**config.mk**
```make
export PLATFORM = sky130hd
export DESIGN_NAME = adder_rr_scheduler
export DESIGN_NICKNAME = d
export VERILOG_FILES = /design/src/rtl/adder_rr_scheduler.sv
export SDC_FILE = /design/constraint.sdc
export NUM_CORES = 1
export LEC_CHECK = 0
export CAP_MARGIN = 20
export CORE_MARGIN = 1.5
export CORE_UTILIZATION = 25
export CTS_CLUSTER_SIZE = 28
export DETAILED_ROUTE_END_ITERATION = 8
export PLACE_DENSITY = 0.62
export SLEW_MARGIN = 0
export SYNTH_ARGS = -nofsm -noshare
export SYNTH_HDL_FRONTEND = slang
export SYNTH_SLANG_ARGS = --single-unit
export TNS_END_PERCENT = 5
```
**constraint.sdc**
```tcl
create_clock -name clk -period 3.9 [get_ports clk]
set_input_delay 0.78 -clock clk [delete_from_list [all_inputs] [get_ports clk]]
set_output_delay 0.78 -clock clk [all_outputs]
set_load 0.02 [all_outputs]
```
**src/rtl/adder_rr_scheduler.sv**
```systemverilog
// adder_rr_scheduler
//   Lets NREQ flit sources share one external combinational N-bit adder.
//   A source that wins round-robin arbitration keeps the adder until the
//   last flit of its packet is accepted. Each accepted flit's sum is
//   registered and returned with the owner ID.
//
// Ports
//   clk, rst_n                     clock, asynchronous active-low reset
//   req_valid/req_last [NREQ]      per-source flit valid / last-of-packet
//   req_a/req_b [NREQ*N]           per-source operands, source i at [i*N +: N]
//   req_ready [NREQ]               per-source accept (one-hot or zero)
//   input1/input2 [N]              operands to the adder (owner's a/b, 0 when idle)
//   sum [N]                        adder result (input1+input2, carry dropped)
//   rsp_valid/rsp_ready            registered response handshake
//   rsp_sum [N], rsp_id [IDW]      registered sum and its owner
//   rsp_last                       response belongs to the packet's last flit
//   flit_cnt [32]                  accepted flits, saturating
//
// state | meaning
// IDLE  | no owner; pick the first valid source at or after rr_ptr
// LOCK  | owner streams flits until its last flit is accepted
module adder_rr_scheduler #(
  parameter int N    = 18,
  parameter int NREQ = 4,
  parameter int IDW  = 2
) (
  input  logic              clk,
  input  logic              rst_n,
  input  logic [NREQ-1:0]   req_valid,
  input  logic [NREQ-1:0]   req_last,
  input  logic [NREQ*N-1:0] req_a,
  input  logic [NREQ*N-1:0] req_b,
  output logic [NREQ-1:0]   req_ready,
  output logic [N-1:0]      input1,
  output logic [N-1:0]      input2,
  input  logic [N-1:0]      sum,
  output logic              rsp_valid,
  input  logic              rsp_ready,
  output logic [N-1:0]      rsp_sum,
  output logic [IDW-1:0]    rsp_id,
  output logic              rsp_last,
  output logic [31:0]       flit_cnt
);

  localparam int PW = $clog2(NREQ);

  typedef enum logic {IDLE, LOCK} state_t;

  state_t         state, state_nxt;
  logic [IDW-1:0] owner, owner_nxt;
  logic [IDW-1:0] rr_ptr, rr_ptr_nxt;
  logic [PW-1:0]  own_idx;
  logic           slot_free;
  logic           accept;
  logic           found;
  int             idx;

  assign own_idx = owner[PW-1:0];

  always_comb begin
    state_nxt  = state;
    owner_nxt  = owner;
    rr_ptr_nxt = rr_ptr;
    req_ready  = '0;
    input1     = '0;
    input2     = '0;
    accept     = 1'b0;
    found      = 1'b0;
    idx        = 0;
    // A new flit may enter only if the response slot is empty or draining now.
    slot_free  = !rsp_valid || rsp_ready;
    case (state)
      IDLE: begin
        for (int i = 0; i < NREQ; i++) begin
          idx = int'(rr_ptr) + i;
          if (idx >= NREQ) idx = idx - NREQ;
          if (!found && req_valid[idx[PW-1:0]]) begin
            found     = 1'b1;
            owner_nxt = IDW'(idx);
          end
        end
        if (found) state_nxt = LOCK;
      end
      LOCK: begin
        req_ready[own_idx] = slot_free;
        input1 = req_a[own_idx*N +: N];
        input2 = req_b[own_idx*N +: N];
        accept = req_valid[own_idx] && slot_free;
        if (accept && req_last[own_idx]) begin
          state_nxt  = IDLE;
          rr_ptr_nxt = (int'(owner) == NREQ-1) ? '0 : owner + 1'b1;
        end
      end
      default: state_nxt = IDLE;
    endcase
  end

  always_ff @(posedge clk or negedge rst_n) begin
    if (!rst_n) begin
      state     <= IDLE;
      owner     <= '0;
      rr_ptr    <= '0;
      rsp_valid <= 1'b0;
      rsp_sum   <= '0;
      rsp_id    <= '0;
      rsp_last  <= 1'b0;
      flit_cnt  <= '0;
    end else begin
      state  <= state_nxt;
      owner  <= owner_nxt;
      rr_ptr <= rr_ptr_nxt;
      if (accept) begin
        // Overwrites a response being consumed this same edge.
        rsp_valid <= 1'b1;
        rsp_sum   <= sum;
        rsp_id    <= owner;
        rsp_last  <= req_last[own_idx];
        if (flit_cnt != 32'hFFFF_FFFF) flit_cnt <= flit_cnt + 32'd1;
      end else if (rsp_ready) begin
        rsp_valid <= 1'b0;
      end
    end
  end

endmodule
```
==> run metrics, run 1 <==
status completed; Mapped Cells roughly 330; Pleak 2.76 nW; worst r2r src own_idx[0]$_DFFE_PN0P_; post-route ant nets 0; DP Worst Slack about 0.66 ns; register area share after synthesis between 30 and 40%; FF-to-FF End flit_cnt[31]$_DFFE_PN0P_; top_reg_cell synth dfrtp_1; Final Critical Period ~3.3 ns; clock-pin transition on the worst setup and hold timing paths approximately 0.050 ns; Synth Area in Compound Gates ~3.2%; CTS Buf Count 9; First DRT Iteration DRCs 104; commonest non-fill, non-tap cell in the layout clkdlybuf4s50_1; Post-synth EDFFs 0; max-slew violations 0; Post-CTS Setup Inserts 0; sequential share of power between 20% and 30%; fmax between 0.3 and 0.4 GHz; crit-path cells buf_12 > mux4_2 > and2_1 > clkdlybuf4s50_1; DRT Pass-1 Iters 4; CTS Hold Bufs 0; Total Routed Length between 15000 and 20000 µm; largest net degree at the start of global routing 37; total gr overflow 0; Worst-Margin Slew between 0.6 and 0.7 ns; DRC 0; Syn Nets 509; Max-Cap Viols 0; WL/cell between 20 and 25 µm; Reg2Reg Depth 6; Die Y 128 µm; layout cells sized above 1 between 10% and 20%; Crit path depth 4; core area 15300 µm²; switching part of the total power a little under two fifths; H-tree levels 3; CTS tree yes; nets 770; CTS sink cnt 59; Post-CTS Resized 0; CTS max path bufs 2; # fillers ~1.4k; Setup crit end input2[13]; area delta synth->final 81.7%; Peak VDD IR about 0.00026 V; first-pass GRT wire length ~25000 µm; IO Port Bufs between 200 and 300; setup_tns 0 ns; Clock Skew between 0.005 and 0.006 ns; fin worst setup slack between 0.5 and 0.6 ns; Site Rows 45; hold_ws around 0.46 ns; sequential cell area approximately 1500 µm²; crit end category output port; critical path required time 3.12 ns; synthesized area per cell between 10 and 15 µm²; Initial Util roughly a quarter; Comb pwr share slightly above 60%; Worst Hold Class input pin to asynchronous set/reset pin; ys async rst share 100%; GRT Total Usage about 20%; Clock Latency Late Sink 0.32 ns; Die Footprint around 16000 µm²; Clk pwr share between 15 and 20%; delay of the slowest cell on the worst path 0.61 ns; Fin. Hold Viols 0; gpl congestion between 0.9 and 1; xor/xnor cell area share of the yosys netlist 6.69%; HPWL Detailed 13900 µm; Synth Area in Simple Gates just under 20%; RSZ-0062 raised after global routing false; Die Width ~130 µm; Mapped Area slightly below 4000 µm²; worst-path fanout max 31; post-synthesis mux area share between 20 and 30%; most frequent cells in the layout clkdlybuf4s50_1 (265), dfrtp_1 (57), mux4_2 (38), and2_1 (37), xnor2_1 (24); vias in the first global route approximately 4k; Area contributors post-synth dfrtp_1 (38%), mux4_2 (22%), mux2_2 (6.0%), and2_1 (5.9%), xnor2_1 (5.3%); Seq cells post-synth 59; Root Buffer Master clkbuf_16; NetSw approximately 1.7 mW; Yosys warnings 0; number of distinct library cells after synthesis 40; Buffers & Inverters on Critical Path 2; CP max-delay cell dfrtp_2; setup violators final 0; drt via density 4.81; CP arrival ~2.5 ns; vias approximately 4k; power per cell area about 640 nW/µm²; R2R setup slack roughly 1.2 ns; worst setup path startpoint own_idx[0]$_DFFE_PN0P_; Multi-input gate area approximately 2300 µm²; Critical Path Start Type flop; Crit path max-delay family buffers and inverters; Slew HR a little under three fifths; initial antenna violation count 4; num ports roughly 270; Adder-Cell Fraction of Synth Area under 10%; critical path class flop to output port; largest family of logic cells by synthesized area multiplexers; Int Power approximately 2.9 mW; Yosys top cell by area dfrtp_1; Final period util 85.1%; Yosys top cell area share 37.6%
[how the worst min path moves through the flow]
stage                                     from                  endpoint  slack [ns]  depth (start not counted)
after CTS                 rsp_last$_DFFE_PN0P_      rsp_last$_DFFE_PN0P_        0.48                          2
after global placement    rsp_last$_DFFE_PN0P_      rsp_last$_DFFE_PN0P_        0.47                          2
final                                    rst_n  flit_cnt[30]$_DFFE_PN0P_        0.46                          1
after detailed placement  rsp_last$_DFFE_PN0P_      rsp_last$_DFFE_PN0P_        0.46                          2
after global routing                     rst_n  flit_cnt[30]$_DFFE_PN0P_        0.51                          1
after floorplan                          rst_n   flit_cnt[0]$_DFFE_PN0P_        0.48                          0
[kinds of logic after synthesis]
kind of cell | Yosys count
compound gates | 19
xor+xnor | 30
fa+ha+maj | 5
buf+inv | 25
flops | 59
mux | 62
simple gates | 131
[layer usage]
| layer | GRT usage, % | share of wire (%) | vias to the layer above |
|---|---|---|---|
| li1 | - | - | 1758 |
| met1 | 24.0 | 40 | 1936 |
| met2 | 36.3 | 50 | 164 |
| met3 | 6.36 | 8.0 | 21 |
| met4 | 4.03 | 1.3 | 6 |
| met5 | 0 | 0.22 | - |
[stage by stage]
| stage | power (mW) | utilization [%] | instance area, µm² | std cells |
|---|---|---|---|---|
| finish | 4.59 | 46.8 | 7140 | 808 |
| global route | 4.86 | 46.8 | 7140 | 808 |
| CTS | 4.66 | 46.8 | 7140 | 807 |
| detailed placement | 3.80 | 44.7 | 6820 | 792 |
| global placement | 3.78 | 44.7 | 6820 | 792 |
| floorplan | 2.54 | - | 3930 | 331 |
[state kept, by name (all words and copies together), names as in the netlist]
signal,cells
rsp_sum,18
state,1
rsp_id,2
rr_ptr,2
flit_cnt,32
rsp_valid,1
rsp_last,1
own_idx,2
[cell type report]
type / count / share of cell area [%]
diodes: 1 / 0.0350
clock buffers: 10 / 3.35
clock inverters: 5 / 1.09
inverters: 5 / 0.263
multi-input cells: 247 / 32.9
flip-flops and latches: 59 / 20.7
well taps: 211 / 3.70
repair buffers: 270 / 38.0
[power by group through the flow]
stage                     combinational, mW  clock, mW  sequential [mW]
after CTS                              2.84      0.855            0.966
final                                  2.79      0.840            0.960
after global routing                   2.97      0.889            0.994
after floorplan                        1.45          0             1.08
after global placement                 2.81          0            0.965
after detailed placement               2.83          0            0.975
[synth_stat cells (all sizes together), types with 5 or more instances]
master,n
o21ai,6
dfrtp,59
and2,37
buf,7
xnor2,24
nand2,20
clkbuf,13
ha,5
xor2,6
mux2,21
nor3,5
and3,14
nand4,14
inv,5
nor2,11
mux4,38
nand3,15
No activity file was read; power rests on OpenSTA's default activity.
==> inputs of run 2 (changes only) <==
Settings changed: GPL_TIMING_DRIVEN set to 0, HOLD_SLACK_MARGIN set to 0.06.
==> run 2 against run 1 <==
Effect of this change:
- power shrank 3.3%
- register-to-register slack gained 0.54 ns
- via count grew 0.62%
- final cell count grew 1.9%
- global-route usage is essentially flat
- largest power group unchanged
==> run metrics, run 2 (synthesis gave the netlist of run 1 again) <==
Multi-input gate area 2350 µm² (unchanged); status completed; CTS Hold Bufs 0 (unchanged); Die Footprint 16500 µm² (unchanged); commonest non-fill, non-tap cell in the layout clkdlybuf4s50_1; CTS max path bufs 2 (unchanged); R2R setup slack 1.72 ns (+0.54 ns); critical path class flop to output port; Final Cell Area 7130 µm² (-0.16%); clock-pin transition on the worst setup and hold timing paths 0.05 ns (about the same); Post-CTS Setup Inserts 0 (unchanged); total gr overflow 0 (unchanged); RSZ-0062 raised after global routing false; max reg flops 32 (unchanged); IO Port Bufs 266 (unchanged); Post-CTS Resized 0 (unchanged); Comb pwr share 64.1% (+3.3 points); CTS Buf Count 9 (unchanged); Die Y 128 µm (unchanged); crit end category output port; DRC 0 (unchanged); worst setup path startpoint own_idx[0]$_DFFE_PN0P_; Root Buffer Master clkbuf_16; GRT Total Usage 20.3% (+0.034 points); Worst Hold Class input pin to asynchronous set/reset pin; FF-to-FF End flit_cnt[31]$_DFFE_PN0P_; drt via density 4.75 (-1.2%); Critical Path Start Type flop; Final period util 92.8% (+7.6 points); Die Width 128 µm (unchanged); vias 3909 (+0.62%); critical path required time 3.12 ns (about the same); sequential cell area 1480 µm² (-0.17%); NetSw 1.70 mW (-0.79%); Total Routed Length 16600 µm (-2.2%); layout cells sized above 1 14.7% (-0.37 points); Top reg by flops flit_cnt; HPWL Detailed 14000 µm (+1.1%); fmax 0.276 GHz (-8.2%); switching part of the total power 38.2% (+0.96 points); CP arrival 2.84 ns (+0.30 ns); first-pass GRT wire length 25000 µm (+1.4%); CTS tree yes; # fillers 1434 (+2.4%); largest net degree at the start of global routing 35 (-5.4%); Pleak 2.76 nW (about the same); WL/cell 20.2 µm (-4.0%); max-slew violations 0 (unchanged); met3 routed wirelength 1480 µm (+9.3%); worst r2r src own_idx[1]$_DFFE_PN0P_; max layer used met4; H-tree levels 3 (unchanged); nets 787 (+2.2%); worst-path fanout max 10 (-68%); area delta synth->final 81.4%; Setup crit end input1[7]; DRT Pass-1 Iters 4 (unchanged); num ports 267 (unchanged); vias in the first global route 4109 (+4.4%); gpl congestion 0.939 (+4.1%); setup_tns 0 ns (unchanged); setup violators final 0 (unchanged); power per cell area 623 nW/µm² (-3.1%); Final Critical Period 3.62 ns (+0.297 ns); Site Rows 45 (unchanged); post-route ant nets 0 (unchanged); most frequent cells in the layout clkdlybuf4s50_1 (265), dfrtp_1 (59), mux4_2 (38), and2_1 (37), xnor2_1 (24); final cell utilization of the core 46.7% (-0.074 points); Reg2Reg Depth 6 (unchanged); routed wl met2 8480 µm (-0.25%); placed cell areas 6870 µm² (+0.72%); Clock Latency Late Sink 0.32 ns (about the same); Peak VDD IR 0.000202 V (-23%); Int Power 2.74 mW (-4.8%); fin worst setup slack 0.282 ns (-0.297 ns); Fin. Hold Viols 0 (unchanged); M1 wire length 6180 µm (-10%); initial antenna violation count 1 (-3); Initial Util 25.8% (unchanged); Clock Skew 0.00863 ns (+0.00329 ns); Clk pwr share 15.4% (-2.9 points); CTS sink cnt 59 (unchanged); DP Worst Slack 0.561 ns (-0.0957 ns); Top Registers flit_cnt: 32 flops, rsp_sum: 18 flops; Max-Cap Viols 0 (unchanged); core area 15300 µm² (unchanged); Worst-Margin Slew 0.687 ns (+0.0519 ns); Slew HR 54.2% (-3.2 points); First DRT Iteration DRCs 126 (+21%); sequential share of power 20.6% (-0.3 points)
==> run 2: changes by cell type in the layout (fill, tap and decap cells not counted), sizes merged <==
cell / before / now
buf: 5 / 9
bufinv: 2 / 0
clkbuf: 10 / 23
==> run 2: area by class of cell <==
class                           instances  share of cell area, %
Clock inverter                          3                  0.246
Antenna cell                            1                 0.0351
Timing Repair Buffer                  267                   37.6
Multi-Input combinational cell        247                   32.9
Inverter                                5                  0.263
Buffer                                 20                   1.21
Tap cell                              211                   3.70
Sequential cell                        59                   20.7
Clock buffer                           10                   3.35
==> run 2: worst min-delay path by stage <==
stage                                     from                        to  slack [ns]
after floorplan                          rst_n   flit_cnt[0]$_DFFE_PN0P_        0.48
after global placement    rsp_last$_DFFE_PN0P_      rsp_last$_DFFE_PN0P_        0.47
after detailed placement  rsp_last$_DFFE_PN0P_      rsp_last$_DFFE_PN0P_        0.48
after CTS                                rst_n  flit_cnt[17]$_DFFE_PN0P_        0.48
after global routing                     rst_n  flit_cnt[17]$_DFFE_PN0P_        0.51
final                                    rst_n  flit_cnt[17]$_DFFE_PN0P_        0.47
==> run 2: power groups by stage <==
stage	combinational [mW]	sequential (mW)	clock, mW
floorplan	1.45	1.08	0
global placement	2.87	0.913	0
detailed placement	2.88	0.925	0
CTS	2.89	0.916	0.698
global route	3.04	0.945	0.731
finish	2.84	0.913	0.683
==> run 2: metal layers <==
| metal | up-vias | track usage, % |
|---|---|---|
| met5 | - | 0 |
| met4 | 0 | 6.48 |
| met3 | 31 | 7.07 |
| met2 | 154 | 36.2 |
| met1 | 1933 | 22.8 |
| li1 | 1791 | - |
==> run 2: critical path: stages, from the launching register on <==
cell,delay [ns]
dfrtp_1,0.37
buf_4,0.15
buf_2,0.33
buf_2,0.40
mux4_2,0.55
and2_1,0.17
clkdlybuf4s50_1,0.54
==> run 2: stage by stage <==
step / total power [mW] / hold slack (ns) / std cells
detailed placement: 3.80 / 0.481 / 809
global route: 4.72 / 0.510 / 823
floorplan: 2.54 / 0.484 / 331
global placement: 3.78 / 0.471 / 808
finish: 4.44 / 0.472 / 823
CTS: 4.50 / 0.483 / 822
==> inputs of run 3 (changes only) <==
Settings changed: CELL_PAD_IN_SITES_DETAIL_PLACEMENT set to 0, CELL_PAD_IN_SITES_GLOBAL_PLACEMENT set to 1, PLACE_DENSITY 0.62 to 0.81.
Clock period 3.9 ns to 3.6 ns, I/O delays scaled along.
==> run 3 against run 2 <==
Effect of this change:
- die area is the same
- critical path type unchanged
- first-iteration DRC count grew 3.2%
- power grew 12%
==> run metrics, run 3 (synthesis gave the netlist of run 1 again) <==
RSZ-0062 raised after global routing false; DRC 0 (unchanged); most frequent CP cell buf_4; Clock Skew 0.00537 ns (-0.00326 ns); CTS Hold Bufs 0 (unchanged); Clock Latency Late Sink 0.33 ns (about the same); Worst Hold Class input pin to asynchronous set/reset pin; max reg flops 32 (unchanged); CTS tree yes; Final Critical Period between 3 and 4 ns; # fillers 1418 (-1.1%); initial antenna violation count 0 (-1); GRT Total Usage 18.5% (-1.8 points); Reg2Reg Depth 6 (unchanged); hold_ws 0.443 ns (-0.0287 ns); fin worst setup slack 0.139 ns (-0.143 ns); Peak VDD IR 0.000325 V (+61%); DP Worst Slack 0.338 ns (-0.223 ns); Initial Util 25.8% (unchanged); setup violators final 0 (unchanged); Worst-Margin Slew 0.705 ns (+0.0175 ns); max-slew violations 0 (unchanged); antenna cells 0 (-1); Crit path depth 6 (unchanged); Final Cell Area 7190 µm² (+0.84%); Total Routed Length 15400 µm (-7.4%); clock-pin transition on the worst setup and hold timing paths 0.05 ns (about the same); Die Width 128 µm (unchanged); Multi-input gate area 2350 µm² (unchanged); most frequent cells in the layout clkdlybuf4s50_1 (265), dfrtp_1 (59), mux4_2 (38), and2_1 (37), xnor2_1 (24); Post-CTS Resized 1 (+1); Site Rows 45 (unchanged); Critical Path Start Type flop; HPWL Detailed 12700 µm (-9.5%); worst-path fanout max 10 (unchanged); drt via density 4.69 (-1.2%); gpl congestion 0.957 (+2.0%); CTS sink cnt 59 (unchanged); First DRT Iteration DRCs 130 (+3.2%); fmax ~0.29 GHz; Die Y 128 µm (unchanged); Pleak 2.79 nW (+1.1%); Buffers & Inverters on Critical Path 4 (unchanged); num ports 267 (unchanged); Fin. Hold Viols 0 (unchanged); Crit path max-delay family buffers and inverters; Max-Cap Viols 0 (unchanged); total gr overflow 0 (unchanged); layout cells sized above 1 14.8% (+0.12 points); H-tree levels 3 (unchanged); delay of the slowest cell on the worst path 0.54 ns (about the same); Post-CTS Setup Inserts 0 (unchanged); Die Footprint 16500 µm² (unchanged); sequential cell area 1480 µm² (unchanged); core area 15300 µm² (unchanged); placed cell areas 6870 µm² (unchanged); largest net degree at the start of global routing 32 (-8.6%); WL/cell 18.6 µm (-7.6%); Slew HR 53.0% (-1.2 points); Top Registers flit_cnt: 32 flops, rsp_sum: 18 flops; first-pass GRT wire length 23100 µm (-7.5%); Tot Pwr 4.98 mW (+12%); vias in the first global route 4020 (-2.2%); status completed; post-route ant nets 0 (unchanged); Top reg by flops flit_cnt; critical path class flop to output port; final cell utilization of the core 47.1% (+0.39 points); area delta synth->final 83.0%; Root Buffer Master clkbuf_16; CTS max path bufs 2 (unchanged); crit-path cells buf_4 > buf_2 > buf_4 > mux4_2 > and2_1 > clkdlybuf4s50_1; IO Port Bufs 266 (unchanged); critical path required time 2.88 ns (-0.24 ns); CP max-delay cell clkdlybuf4s50_1; nets 787 (unchanged); DRT Pass-1 Iters 4 (unchanged); commonest non-fill, non-tap cell in the layout clkdlybuf4s50_1; power per cell area 693 nW/µm² (+11%); CTS Buf Count 9 (unchanged); Final period util 96.1%; CP arrival 2.74 ns (-0.10 ns); crit end category output port; vias 3865 (-1.1%)
[run 3: changes by cell type in the layout (fill, tap and decap cells not counted), sizes merged]
cell,previous run,this run
diode,1,0
clkinvlp,1,0
clkinv,2,0
bufinv,0,1
clkbuf,23,27
[run 3: metal layers]
metal	global-route usage [%]	vias up	wire length [µm]
met2	34.0	159	7980
met5	0	-	0
met3	5.70	25	1210
met1	20.7	1892	5850
li1	-	1789	-
met4	5.29	0	309
[run 3: final cells by class]
type                       count  area share (%)
multi-input combinational    247            32.7
inverter                       5           0.261
buffer                        20            1.27
sequential                    59            20.5
timing repair buffer         267            37.2
tap                          211            3.67
clock inverter                 1           0.418
clock buffer                  14            3.95
[run 3: power by group]
group / switching, mW / total, mW / leakage, nW / internal, mW
Clock: 0.282 / 0.888 / 0.155 / 0.607
Sequential: 0.132 / 0.986 / 0.752 / 0.855
Combinational: 1.45 / 3.11 / 1.88 / 1.66
Total: 1.86 / 4.98 / 2.79 / 3.12
[run 3: final timing paths]
| path | slack (ns) | startpoint | end |
|---|---|---|---|
| hold reg to reg | 0.48 | rsp_last$_DFFE_PN0P_ | rsp_last$_DFFE_PN0P_ |
| setup / recovery | 0.14 | own_idx[0]$_DFFE_PN0P_ | input1[6] |
| hold / removal | 0.44 | rst_n | flit_cnt[25]$_DFFE_PN0P_ |
| min in group clk | 0.48 | rsp_last$_DFFE_PN0P_ | rsp_last$_DFFE_PN0P_ |
| max in group asynchronous | 2.55 | rst_n | rsp_last$_DFFE_PN0P_ |
| setup reg to reg | 1.40 | own_idx[1]$_DFFE_PN0P_ | flit_cnt[31]$_DFFE_PN0P_ |
[run 3: stage by stage]
stage                     instances  setup TNS, ns
after floorplan                 331              0
after global placement          808          -3.39
after detailed placement        809              0
after CTS                       824              0
after global routing            824              0
final                           824              0
